<file path="src/rtl/tx_clone_scheduler.sv">
// Frame pacing and clone-launch scheduler for redundant Ethernet transmission.
// Each frame tick is turned into N spaced start pulses toward byte_data. Ticks
// that arrive while a frame is still sending are dropped and counted.
module tx_clone_scheduler #(
  parameter int CNT_W      = 27,
  parameter int GAP_W      = 17,
  parameter int COPY_W     = 3,
  parameter int ADDR_W     = 20,
  parameter int ID_W       = 16,
  parameter int ADDR_LIMIT = 57600
) (
  input  logic              clk,
  input  logic              rstb,
  input  logic              enable,
  input  logic [CNT_W-1:0]  period,
  input  logic [GAP_W-1:0]  gap,
  input  logic [COPY_W-1:0] copies,
  input  logic              busy,
  input  logic [ADDR_W-1:0] last_addr,
  output logic              start,
  output logic [ADDR_W-1:0] start_addr,
  output logic [COPY_W-1:0] clone_idx,
  output logic [ID_W-1:0]   frame_id,
  output logic              frame_active,
  output logic              overrun,
  output logic [15:0]       overrun_count
);

  typedef enum logic [1:0] {IDLE, ARM, GAP} state_t;

  state_t            state_q, state_d;
  logic [CNT_W-1:0]  cnt_q, cnt_d;
  logic [GAP_W-1:0]  gap_cnt_q, gap_cnt_d;
  logic [COPY_W-1:0] n_q, n_d;
  logic              start_q, start_d;
  logic [ADDR_W-1:0] start_addr_q, start_addr_d;
  logic [COPY_W-1:0] clone_idx_q, clone_idx_d;
  logic [ID_W-1:0]   frame_id_q, frame_id_d;
  logic              frame_active_q, frame_active_d;
  logic              overrun_q, overrun_d;
  logic [15:0]       overrun_count_q, overrun_count_d;

  logic              tick;
  logic              accept;
  logic              launch;
  logic              launch_ok;
  logic [COPY_W-1:0] copies_nz;
  logic [COPY_W-1:0] n_eff;
  logic [COPY_W-1:0] clone_cur;

  // Period counter and the shared launch qualifiers. A launch is never allowed
  // in the cycle start is already high, so start cannot pulse back-to-back.
  always_comb begin
    tick      = enable && (cnt_q >= period);
    cnt_d     = (!enable || tick) ? '0 : cnt_q + CNT_W'(1);
    gap_cnt_d = start_q ? '0 : ((&gap_cnt_q) ? gap_cnt_q : gap_cnt_q + GAP_W'(1));
    accept    = tick && (state_q == IDLE);
    launch_ok = !busy && !start_q;
    copies_nz = (copies == '0) ? COPY_W'(1) : copies;
    n_eff     = accept ? copies_nz : n_q;
    clone_cur = (state_q == GAP) ? clone_idx_q + COPY_W'(1) : COPY_W'(1);
  end

  // NOTE: sequential state uses non-blocking assignments only, so every flop
  // samples the pre-edge values regardless of statement order. Reset here is
  // synchronous: rstb is only seen at a clock edge.
  always_ff @(posedge clk) begin
    if (rstb) begin
      state_q         <= IDLE;
      cnt_q           <= '0;
      gap_cnt_q       <= '0;
      n_q             <= '0;
      start_q         <= 1'b0;
      start_addr_q    <= '0;
      clone_idx_q     <= '0;
      frame_id_q      <= '0;
      frame_active_q  <= 1'b0;
      overrun_q       <= 1'b0;
      overrun_count_q <= '0;
    end else begin
      state_q         <= state_d;
      cnt_q           <= cnt_d;
      gap_cnt_q       <= gap_cnt_d;
      n_q             <= n_d;
      start_q         <= start_d;
      start_addr_q    <= start_addr_d;
      clone_idx_q     <= clone_idx_d;
      frame_id_q      <= frame_id_d;
      frame_active_q  <= frame_active_d;
      overrun_q       <= overrun_d;
      overrun_count_q <= overrun_count_d;
    end
  end

  // NOTE: every variable assigned here gets a default first, so no path can
  // leave it unassigned and infer a latch.
  always_comb begin
    state_d = state_q;
    launch  = 1'b0;
    unique case (state_q)
      IDLE: begin
        if (tick) begin
          if (launch_ok) launch  = 1'b1;
          else           state_d = ARM;
        end
      end
      ARM:  if (launch_ok) launch = 1'b1;
      GAP:  if (launch_ok && (gap_cnt_q >= gap)) launch = 1'b1;
      default: state_d = IDLE;
    endcase
    if (launch) state_d = (clone_cur < n_eff) ? GAP : IDLE;
  end

  // Registered outputs; frame_active covers the cycle of the final start.
  always_comb begin
    start_d         = launch;
    n_d             = n_eff;
    clone_idx_d     = launch ? clone_cur : clone_idx_q;
    frame_id_d      = accept ? frame_id_q + ID_W'(1) : frame_id_q;
    start_addr_d    = start_addr_q;
    if (accept)
      start_addr_d  = (last_addr >= ADDR_W'(ADDR_LIMIT)) ? '0 : last_addr;
    frame_active_d  = (state_d != IDLE) || launch;
    overrun_d       = tick && (state_q != IDLE);
    overrun_count_d = overrun_count_q;
    if (overrun_d && (overrun_count_q != 16'hFFFF))
      overrun_count_d = overrun_count_q + 16'd1;
  end

  assign start         = start_q;
  assign start_addr    = start_addr_q;
  assign clone_idx     = clone_idx_q;
  assign frame_id      = frame_id_q;
  assign frame_active  = frame_active_q;
  assign overrun       = overrun_q;
  assign overrun_count = overrun_count_q;

endmodule

</file>
<file path="config.mk">
export PLATFORM = sky130hd
export DESIGN_NAME = tx_clone_scheduler
export DESIGN_NICKNAME = d
export VERILOG_FILES = /design/src/rtl/tx_clone_scheduler.sv
export SDC_FILE = /design/constraint.sdc
export NUM_CORES = 1
export LEC_CHECK = 0
export CAP_MARGIN = 25
export CORE_MARGIN = 2
export CORE_UTILIZATION = 51
export DETAILED_ROUTE_END_ITERATION = 8
export PLACE_DENSITY_LB_ADDON = 0.08
export SYNTH_ARGS = -nofsm -noshare
export SYNTH_HDL_FRONTEND = slang
export SYNTH_SLANG_ARGS = --single-unit
</file>
<file path="constraint.sdc">
create_clock -name clk -period 4 [get_ports clk]
set_input_delay 0.6 -clock clk [delete_from_list [all_inputs] [get_ports clk]]
set_output_delay 0.6 -clock clk [all_outputs]
set_load 0.01 [all_outputs]
</file>
==> results_dict.tcl, run 1 <==
set metrics [dict create \
    async_flop_share_pct 0 \
    cts_tree "yes" \
    max-slew-margin-rel_pct 39.10 \
    design.die.area_um2 12400 \
    fillers 953 \
    gpl.final_weighted_congestion 0.7935 \
    initial_utilization_pct 51.90 \
    vdd_ir_drop_max_uv 275.2 \
    worst_hold_path.endpoint "start_addr[9]" \
    drt_drc_violations_left 0 \
    worst-endpoint-arrival_ps 3910 \
    syn2layout_area_growth_pct 29.11 \
    std_cell_rows 39 \
    critPathMaxFanout 3 \
    finalHoldViolCount 0 \
    syn_avg_cell_area_um2 8.479 \
    avgViaCountPerCell 5.510 \
    worstMarginPinSlew_ps 913.6 \
    global_route.overflow_total 0 \
    max_clock_freq_mhz 275.2 \
    crit-reg2reg-launch "cnt_q[22]" \
    cts_buffers 9 \
    routedWlPerCell_um 13.85 \
    grt_antenna_before_repair 0 \
    drt.antenna.violating_nets 0 \
    floorplan.io_pins 129 \
    ctsHtreeMaxLevel 3 \
    synth.top_cells.by_area "dfxtp_1 (36%), ha_1 (11%), nor2_1 (4.8%), xor2_1 (4.2%), a21oi_1 (3.9%)" \
    cts_hold_buf 0 \
    synth_cell_type_count 57 \
    die_w_um 111.3 \
    status "completed" \
    holdCritStartpoint "start_addr[9]" \
    worstSetupPathType "in -> reg" \
    grt_pass1_wl_um 23050 \
    primary_ff_master_synth "dfxtp_1" \
    r2r_cells 13 \
    yosysWarnings 0 \
    post_synth_inst_count 693 \
    finalSetupViolations 0 \
    max_root_sink_buffers 2 \
    drt-initial-drc-count 169 \
    period_share_pct 90.85 \
    ys_top_cells_by_count "dfxtp_1 (107), nor2_1 (75), inv_1 (54), ha_1 (52), a21oi_1 (46)" \
    worst_setup_path_end_kind "register" \
    io_buffers 128 \
    synth.most_common_cell "dfxtp_1" \
    post_route_cells_drive_above_1_share_pct 4.785 \
    clock_insertion_delay_worst_skew_ps 350 \
    library_cell_used_as_clock_root_buffer "clkbuf_16" \
    place_hpwl_um 9772 \
    grt_pass1_vias 5175 \
    power_density_nw_per_um2 288.3 \
    fin_worst_skew_ps 8.507 \
    syn_nets 816 \
    placedCellCount 942 \
    synth-seq-cells 107 \
    synth_top_area_cell "dfxtp_1" \
    power.leakage_nw 2.930 \
    holdCritPathClass "reg -> reg" \
    worst_ep_required_time_ps 4280 \
    synth_seq_area_share_pct 36.46 \
    post-layout-total-power_mw 2.187 \
    rr_endpoint "state_q[1]" \
    holdWs_ps 477.5 \
    post_layout_nonfiller_instances 958 \
    edff_count_synth 0 \
    timing.critical_path.from_type "primary input" \
    final-max-slew-violation-count 0 \
    drt_wl_total_um 13270 \
    core_footprint_um2 11320 \
    design.final.nets 933 \
    rsz0062_at_grt "false" \
    grt.total_usage_pct 21.97 \
    maxCapViolations 0 \
    timing.hold.worst_path_depth 2 \
    antenna_cells_inserted 0 \
    floorplan.die.height_um 111.3 \
    synthesis.area_um2 5876 \
    drt_pass1_iterations 4 \
    reg2reg_setup_slack_ps 730 \
    synthDominantCellAreaShare_pct 36.46 \
    grt_max_degree 63 \
    clkSlewWorstSetupHoldPaths_ps 70 \
    finalCriticalPeriod_ps 3634 \
    vias 5279 \
    cts.sinks 107 \
]
-- per-stage QoR --
step | setup WS, ps | area (µm²) | TNS (ps) | utilization [%]
CTS | 318.6 | 7585 | 0 | 67.00
finish | 365.9 | 7586 | 0 | 67.01
global placement | 45.92 | 7257 | 0 | 64.10
global route | 25.07 | 7586 | 0 | 67.01
detailed placement | -47.72 | 7257 | -47.72 | 64.10
floorplan | 582.4 | 5876 | 0 | -
-- critical path, stage by stage --
cell and delay, ps:
clkdlybuf4s50_1 460, inv_1 40, ha_1 310, nand4_1 200, nor4_4 360, nand2_1 120
and4_4 200, a2111oi_4 370, mux2i_1 270, ha_1 250, o21ai_0 70, nand2b_1 70
a2111oi_1 370, a21oi_1 70, nor3_1 130
-- per-layer routing --
layer	part of all wire, %	wire length, µm	track usage, %	up-vias
li1	-	-	-	2693
met1	44	5901	26.59	2459
met2	49	6450	38.29	113
met3	5.6	741	6.859	14
met4	1.3	173	5.267	0
met5	0	0	0	-
-- logic make-up after synthesis --
group	after synthesis	synth area share [%]
adders and majority gates	52	11.07
buffers and inverters	82	5.877
and+or+nand+nor	279	25.26
DFF	107	36.46
AOI/OAI and AO/OA	123	13.65
xor gates and xnor gates	42	6.261
muxes	8	1.427
-- flip-flops by register name (all words and copies together), names as in the netlist --
name / count
overrun_count: 16
state_q: 2
n_q: 3
frame_active: 1
cnt_q: 27
start: 1
start_addr: 20
gap_cnt_q: 17
overrun: 1
clone_idx: 3
frame_id: 16
-- cells in the final DEF (no fill, tap or decap), types with 24 or more instances in the layout --
cell             netlist  layout
clkdlybuf4s50_1        0     127
dfxtp_1              107     107
nor2_1                75      75
inv_1                 54      54
ha_1                  52      52
a21oi_1               46      46
nand3_1               44      44
nand2_1               40      40
o21ai_0               29      29
xor2_1                28      28
nand2b_1              24      24
-- worst max-delay path by stage --
stage	endpoint	startpoint	depth (start not counted)
floorplan	state_q[1]	period[22]	14
global placement	state_q[1]	period[26]	15
detailed placement	state_q[1]	period[22]	15
CTS	state_q[1]	period[22]	15
global route	state_q[1]	period[26]	15
finish	state_q[1]	period[22]	15
-- where the power goes --
group          total, mW  internal, mW  switching (mW)
Clock              0.966         0.566           0.401
Sequential          1.07          1.07         0.00462
Combinational      0.148        0.0870          0.0609
-- what timing repair did --
item | CTS | global route
setup endpoints to repair | 0 | 1
setup buffers | 0 | 0
gates resized for setup | 0 | 1
-- final cells by class --
class	instances	area, µm²	share of cell area [%]
Clock inverter	6	88.84	1.171
Sequential cell	107	2142	28.24
Multi-Input combinational cell	504	3401	44.83
Clock buffer	10	239.0	3.150
Tap cell	143	178.9	2.359
Timing Repair Buffer	134	1334	17.58
Inverter	54	202.7	2.672
No activity file was read; power rests on OpenSTA's default activity.
==> run 2, diff against run 1 <==
--- a/config.mk
+++ b/config.mk
@@ -5,7 +5,6 @@
 export SDC_FILE = /design/constraint.sdc
 export NUM_CORES = 1
 export LEC_CHECK = 0
-export CAP_MARGIN = 25
 export CORE_MARGIN = 2
 export CORE_UTILIZATION = 51
 export DETAILED_ROUTE_END_ITERATION = 8
==> results of run 2 <==
The final DEF is identical to that of run 1; final timing and power are the same.
